### config.mk
export PLATFORM = sky130hd
export DESIGN_NAME = ni_gen2
export DESIGN_NICKNAME = d
export VERILOG_FILES = /design/src/rtl/ni_gen2.sv
export SDC_FILE = /design/constraint.sdc
export NUM_CORES = 1
export LEC_CHECK = 0
export CAP_MARGIN = 20
export CORE_MARGIN = 1.5
export CORE_UTILIZATION = 44
export DETAILED_ROUTE_END_ITERATION = 7
export GPL_TIMING_DRIVEN = 0
export PLACE_DENSITY_LB_ADDON = 0.25
export SYNTH_ARGS = -nofsm -noshare
export SYNTH_HDL_FRONTEND = slang
export SYNTH_SLANG_ARGS = --single-unit
### constraint.sdc
create_clock -name clk -period 3.4 [get_ports clk]
set_input_delay 0.34 -clock clk [delete_from_list [all_inputs] [get_ports clk]]
set_output_delay 0.34 -clock clk [all_outputs]
set_load 0.005 [all_outputs]
### src/rtl/ni_gen2.sv
// GPU network interface: TX ID->address translation, RX address filtering, drop counters.
// Build option NI_LOOPBACK_EN: TX flits addressed to this GPU go straight into the RX FIFO.
module ni_gen2 #(
  parameter int unsigned GPU_ID      = 15,
  parameter int unsigned DATA_W      = 16,
  parameter int unsigned HEADER_W    = 6,
  parameter int unsigned FIFO_DEPTH  = 8,
  parameter int unsigned MAX_GPU     = 32,
  parameter int unsigned ADDR_OFFSET = 3,
  parameter int unsigned CNT_W       = 8
) (
  input  logic              clk,
  input  logic              reset,
  input  logic [DATA_W-1:0] gpu_data_in,
  input  logic              gpu_valid_in,
  output logic              gpu_ready_out,
  output logic [DATA_W-1:0] gpu_data_out,
  output logic              gpu_valid_out,
  input  logic              gpu_ready_in,
  output logic [DATA_W-1:0] router_data_out,
  output logic              router_valid_out,
  input  logic              router_ready_in,
  input  logic [DATA_W-1:0] router_data_in,
  input  logic              router_valid_in,
  output logic              router_ready_out,
  output logic [CNT_W-1:0]  tx_drop_cnt,
  output logic [CNT_W-1:0]  rx_misroute_cnt
);

  localparam int unsigned PTR_W = $clog2(FIFO_DEPTH);
  localparam int unsigned PAY_W = DATA_W - HEADER_W;
  localparam logic [HEADER_W-1:0] OWN_ID   = HEADER_W'(GPU_ID);
  localparam logic [HEADER_W-1:0] OWN_ADDR = HEADER_W'(GPU_ID + ADDR_OFFSET);
  localparam logic [HEADER_W-1:0] OFFSET   = HEADER_W'(ADDR_OFFSET);
  localparam logic [PTR_W:0]      FULL_CNT = (PTR_W+1)'(FIFO_DEPTH);

  logic [DATA_W-1:0]   r_tx_mem [FIFO_DEPTH];
  logic [PTR_W-1:0]    r_tx_wptr, r_tx_rptr;
  logic [PTR_W:0]      r_tx_cnt;
  logic [DATA_W-1:0]   r_router_data;
  logic                r_router_valid;

  logic [DATA_W-1:0]   r_rx_mem [FIFO_DEPTH];
  logic [PTR_W-1:0]    r_rx_wptr, r_rx_rptr;
  logic [PTR_W:0]      r_rx_cnt;
  logic [DATA_W-1:0]   r_gpu_data;
  logic                r_gpu_valid;

  logic [CNT_W-1:0]    r_tx_drop_cnt, r_rx_mis_cnt;

  logic [HEADER_W-1:0] w_tx_id;
  logic [PAY_W-1:0]    w_tx_payload;
  logic                w_tx_id_ok, w_tx_loop, w_tx_full, w_rx_full;
  logic                w_tx_acc, w_tx_push, w_tx_drop, w_tx_pop, w_loop_push;
  logic                w_rx_acc, w_rx_hit, w_rx_push_rtr, w_rx_push, w_rx_drop, w_rx_pop;
  logic [DATA_W-1:0]   w_tx_wdata, w_rx_wdata;

  assign w_tx_id      = gpu_data_in[DATA_W-1 -: HEADER_W];
  assign w_tx_payload = gpu_data_in[PAY_W-1:0];
  assign w_tx_id_ok   = (w_tx_id != '0) && (32'(w_tx_id) <= MAX_GPU);
  assign w_tx_full    = (r_tx_cnt == FULL_CNT);
  assign w_rx_full    = (r_rx_cnt == FULL_CNT);

`ifdef NI_LOOPBACK_EN
  // Router owns the RX write port; a loopback flit waits for a cycle with no router flit.
  assign w_tx_loop     = (w_tx_id == OWN_ID);
  assign gpu_ready_out = w_tx_loop ? (!w_rx_full && !router_valid_in) : !w_tx_full;
`else
  assign w_tx_loop     = 1'b0;
  assign gpu_ready_out = !w_tx_full;
`endif

  assign w_tx_acc    = gpu_valid_in && gpu_ready_out;
  assign w_tx_push   = w_tx_acc && w_tx_id_ok && !w_tx_loop;
  assign w_tx_drop   = w_tx_acc && !w_tx_id_ok && !w_tx_loop;
  assign w_loop_push = w_tx_acc && w_tx_loop;
  assign w_tx_wdata  = {w_tx_id + OFFSET, w_tx_payload};
  assign w_tx_pop    = (r_tx_cnt != '0) && (!r_router_valid || router_ready_in);

  assign router_ready_out = !w_rx_full;
  assign w_rx_acc      = router_valid_in && router_ready_out;
  assign w_rx_hit      = (router_data_in[DATA_W-1 -: HEADER_W] == OWN_ADDR);
  assign w_rx_push_rtr = w_rx_acc && w_rx_hit;
  assign w_rx_drop     = w_rx_acc && !w_rx_hit;
  assign w_rx_push     = w_rx_push_rtr || w_loop_push;
  assign w_rx_wdata    = {OWN_ID, w_rx_push_rtr ? router_data_in[PAY_W-1:0] : w_tx_payload};
  assign w_rx_pop      = (r_rx_cnt != '0) && (!r_gpu_valid || gpu_ready_in);

  assign router_data_out  = r_router_data;
  assign router_valid_out = r_router_valid;
  assign gpu_data_out     = r_gpu_data;
  assign gpu_valid_out    = r_gpu_valid;
  assign tx_drop_cnt      = r_tx_drop_cnt;
  assign rx_misroute_cnt  = r_rx_mis_cnt;

  always_ff @(posedge clk) begin
    if (!reset) begin
      for (int unsigned i = 0; i < FIFO_DEPTH; i++) r_tx_mem[i] <= '0;
      r_tx_wptr      <= '0;
      r_tx_rptr      <= '0;
      r_tx_cnt       <= '0;
      r_router_data  <= '0;
      r_router_valid <= 1'b0;
    end else begin
      if (w_tx_push) begin
        r_tx_mem[r_tx_wptr] <= w_tx_wdata;
        r_tx_wptr           <= r_tx_wptr + PTR_W'(1);
      end
      if (w_tx_pop) begin
        r_router_data  <= r_tx_mem[r_tx_rptr];
        r_router_valid <= 1'b1;
        r_tx_rptr      <= r_tx_rptr + PTR_W'(1);
      end else if (router_ready_in) begin
        r_router_valid <= 1'b0;
      end
      r_tx_cnt <= r_tx_cnt + (PTR_W+1)'(w_tx_push) - (PTR_W+1)'(w_tx_pop);
    end
  end

  always_ff @(posedge clk) begin
    if (!reset) begin
      for (int unsigned i = 0; i < FIFO_DEPTH; i++) r_rx_mem[i] <= '0;
      r_rx_wptr   <= '0;
      r_rx_rptr   <= '0;
      r_rx_cnt    <= '0;
      r_gpu_data  <= '0;
      r_gpu_valid <= 1'b0;
    end else begin
      if (w_rx_push) begin
        r_rx_mem[r_rx_wptr] <= w_rx_wdata;
        r_rx_wptr           <= r_rx_wptr + PTR_W'(1);
      end
      if (w_rx_pop) begin
        r_gpu_data  <= r_rx_mem[r_rx_rptr];
        r_gpu_valid <= 1'b1;
        r_rx_rptr   <= r_rx_rptr + PTR_W'(1);
      end else if (gpu_ready_in) begin
        r_gpu_valid <= 1'b0;
      end
      r_rx_cnt <= r_rx_cnt + (PTR_W+1)'(w_rx_push) - (PTR_W+1)'(w_rx_pop);
    end
  end

  always_ff @(posedge clk) begin
    if (!reset) begin
      r_tx_drop_cnt <= '0;
      r_rx_mis_cnt  <= '0;
    end else begin
      if (w_tx_drop && (r_tx_drop_cnt != '1)) r_tx_drop_cnt <= r_tx_drop_cnt + CNT_W'(1);
      if (w_rx_drop && (r_rx_mis_cnt != '1))  r_rx_mis_cnt  <= r_rx_mis_cnt + CNT_W'(1);
    end
  end

endmodule
==> qor.yml, run 1 <==
status: "finished, final reports clean"
netlist_area_sq_mm: 0.0126
syn_inst: 960
final_cell_count_no_fill: 1480
grt_usage_pct: 19.6
ir_drop_uv: 384
grt_max_degree: 17
ys_warn_count: 0
holdWs_ns: 0.269
ys_seq_area_share_pct: 60.9
via_per_inst: 5.26
power.total_mw: 10.0
hpwl_mm: 20.2
rsz0062_at_grt: "false"
worstPathMaxFanout: 16
holdBufCountCts: 0
worst-r2r-setup-slack_ns: 0.36
drt_wl_total_mm: 28.9
io_pins: 90
first_pass_iters: 5
final.min_clock_period_ns: 3.11
yosys_register_bits: 281
num_antenna_cells: 0
power_density_mw_per_mm2: 669
cts_htree_levels: 1
r2r-end: "r_tx_cnt[2]"
fmax_ghz: 0.322
die_width_um: 173
place_inst: 1425
layout_commonest_cell: "edfxtp_1"
cts_tree: "done"
io_buffers: 86
end_kind: "flop"
cp-startpoint: "gpu_data_in[10]"
clk_latency_ns: 0.56
drc: 0
grt.overflow.total: 0
final_area_sq_mm: 0.0150
grt_pass1_wl_mm: 45.3
period_share_pct: 91.3
worstReg2RegStart: "r_tx_cnt[2]"
antenna_found_initial: 0
fillCellCount: 2382
critPathRequiredTime_ns: 3.57
nets: 1138
crit_type: "in2reg"
place_area_sq_mm: 0.0140
clk_pin_slew_ns: 0.06
clock-root-buffer: "clkbuf_16"
p_leak_nw: 5.39
cts_buffer_depth: 3
vias: 7782
die_h_um: 173
core_sq_mm: 0.0280
worst_clock_skew_ns: 0.0158
start_kind: "primary input"
hold_viol: 0
first_iter_violations: 628
ys_types: 47
hold_path.class: "in2reg"
place.gp.congestion: 0.763
layout-drive-gt1-share_pct: 14.1
post_synth.cell_area_avg_sq_um: 13.2
setup_viol: 0
arrival_ns: 3.28
clock_sinks: 281
ant_nets: 0
maxCapViolCount: 0
cts_buffers: 30
layout_common_cells: "208 x edfxtp_1, 148 x nor2_1, 86 x and2_1, 86 x clkdlybuf4s50_1, 73 x dfxtp_1"
worstMarginPinSlew_ns: 0.875
post_drt_wl_per_cell_um: 19.5
worstRegToRegCells: 13
area_growth_pct: 18.2
crit_end: "r_tx_mem[1][4]"
grt_pass1_vias: 7981
num_rows: 61
dieArea_sq_mm: 0.0298
initial_core_util_pct: 45.2
drv_slew: 0
slew_headroom_pct: 41.5
[synth_stat cells, drive strengths merged]
| library cell | n | area share (%) |
|---|---|---|
| nand2 | 58 | 1.8 |
| and2 | 86 | 4.3 |
| ha | 19 | 1.9 |
| nor2 | 148 | 4.4 |
| and4 | 2 | 0.14 |
| inv | 21 | 0.62 |
| o311ai | 1 | 0.069 |
| and3 | 2 | 0.099 |
| or2 | 1 | 0.049 |
| nor2b | 2 | 0.099 |
| or4 | 8 | 0.47 |
| or3 | 1 | 0.049 |
| xor2 | 8 | 0.55 |
| nor4b | 4 | 0.40 |
| a21oi | 39 | 1.5 |
| nand4 | 5 | 0.25 |
| xnor2 | 7 | 0.54 |
| nor3 | 3 | 0.12 |
| fa | 2 | 0.32 |
| nand2b | 10 | 0.49 |
| clkinv | 1 | 0.030 |
| mux4 | 54 | 9.6 |
| mux2i | 49 | 4.1 |
| conb | 1 | 0.030 |
| dfxtp | 73 | 12 |
| o2111ai | 1 | 0.069 |
| nor4 | 14 | 1.6 |
| nand3 | 20 | 0.79 |
| buf | 30 | 1.4 |
| a21o | 3 | 0.18 |
| clkbuf | 33 | 0.98 |
| a31oi | 3 | 0.15 |
| o31ai | 4 | 0.24 |
| edfxtp | 208 | 49 |
| or3b | 5 | 0.35 |
| o21ai | 33 | 1.3 |
| a41o | 1 | 0.079 |
[flip-flops by register name, summed over array words and instances, names as in the netlist, 4 cells and up]
signal,count
r_tx_cnt,4
r_tx_mem,128
rx_misroute_cnt,8
router_data_out,16
r_rx_mem,88
tx_drop_cnt,8
gpu_data_out,11
r_rx_cnt,4
[what timing repair did]
item,CTS,global route
buffers inserted,0,0
setup endpoints to repair,48,39
gates resized for setup,3,3
[how the worst min path moves through the flow]
stage,end,depth (start not counted),from
2_1_floorplan,r_rx_mem[7][12],2,r_rx_mem[7][12]
3_5_place_dp,r_rx_mem[7][12],2,r_rx_mem[7][12]
4_1_cts,tx_drop_cnt[3],3,reset
5_1_grt,rx_misroute_cnt[4],3,reset
6_report,tx_drop_cnt[3],3,reset
3_3_place_gp,r_rx_mem[7][12],2,r_rx_mem[7][12]
[logic make-up (layout without fill, tap and decap cells)]
family | count (synthesis) | in the layout | share of synthesized area [%]
simple gates | 369 | 369 | 15.4
flops | 281 | 281 | 60.9
mux | 103 | 103 | 13.7
compound gates | 85 | 85 | 3.63
buf+inv | 85 | 226 | 3.02
fa+ha+maj | 21 | 21 | 2.20
xor+xnor | 15 | 15 | 1.10
other cells | 1 | 2 | 0.0296
[final cells by class]
cell class	count	area (sq um)	area share [%]
buffer	63	300	2.01
clock buffer	42	826	5.52
clock inverter	13	131	0.878
inverter	22	82.6	0.552
multi-input combinational	595	4570	30.6
sequential	281	7710	51.5
tap	378	473	3.16
timing repair buffer	86	861	5.76
[worst max-delay path, stage by stage]
cell	delay [ns]
clkdlybuf4s50_1	0.42
clkbuf_2	0.21
inv_1	0.09
ha_1	0.22
nor4b_4	0.30
xor2_1	0.22
or4_1	0.55
clkbuf_1	0.23
nand2_1	0.68
[report_power, final]
group / switching [mW] / internal (mW)
combinational: 1.31 / 1.29
clock: 1.33 / 1.85
sequential: 0.211 / 4.02
[routing by layer]
layer / share of wire [%] / global-route usage, % / vias up / wire [um]
li1: - / - / 3715 / -
met1: 43 / 25.5 / 3830 / 12300
met2: 51 / 34.3 / 210 / 14600
met3: 5.3 / 3.06 / 27 / 1540
met4: 1.6 / 4.93 / 0 / 460
met5: 0 / 0 / - / 0
[per-stage QoR]
| stage | setup slack, ns | setup TNS, ns | util, % |
|---|---|---|---|
| 2_1_floorplan | 0.642 | 0 | - |
| 3_3_place_gp | -0.611 | -57.12 | 49.9 |
| 3_5_place_dp | -0.606 | -63.87 | 49.9 |
| 4_1_cts | 0.0349 | 0 | 53.4 |
| 5_1_grt | 0.100 | 0 | 53.4 |
| 6_report | 0.294 | 0 | 53.4 |
(Power assumes the default switching activity.)
==> run 2: changes to the inputs <==
Settings changed: HOLD_SLACK_MARGIN set to 0.08.
==> results of run 2 <==
No change in the layout: final DEF, timing and power equal those of run 1.
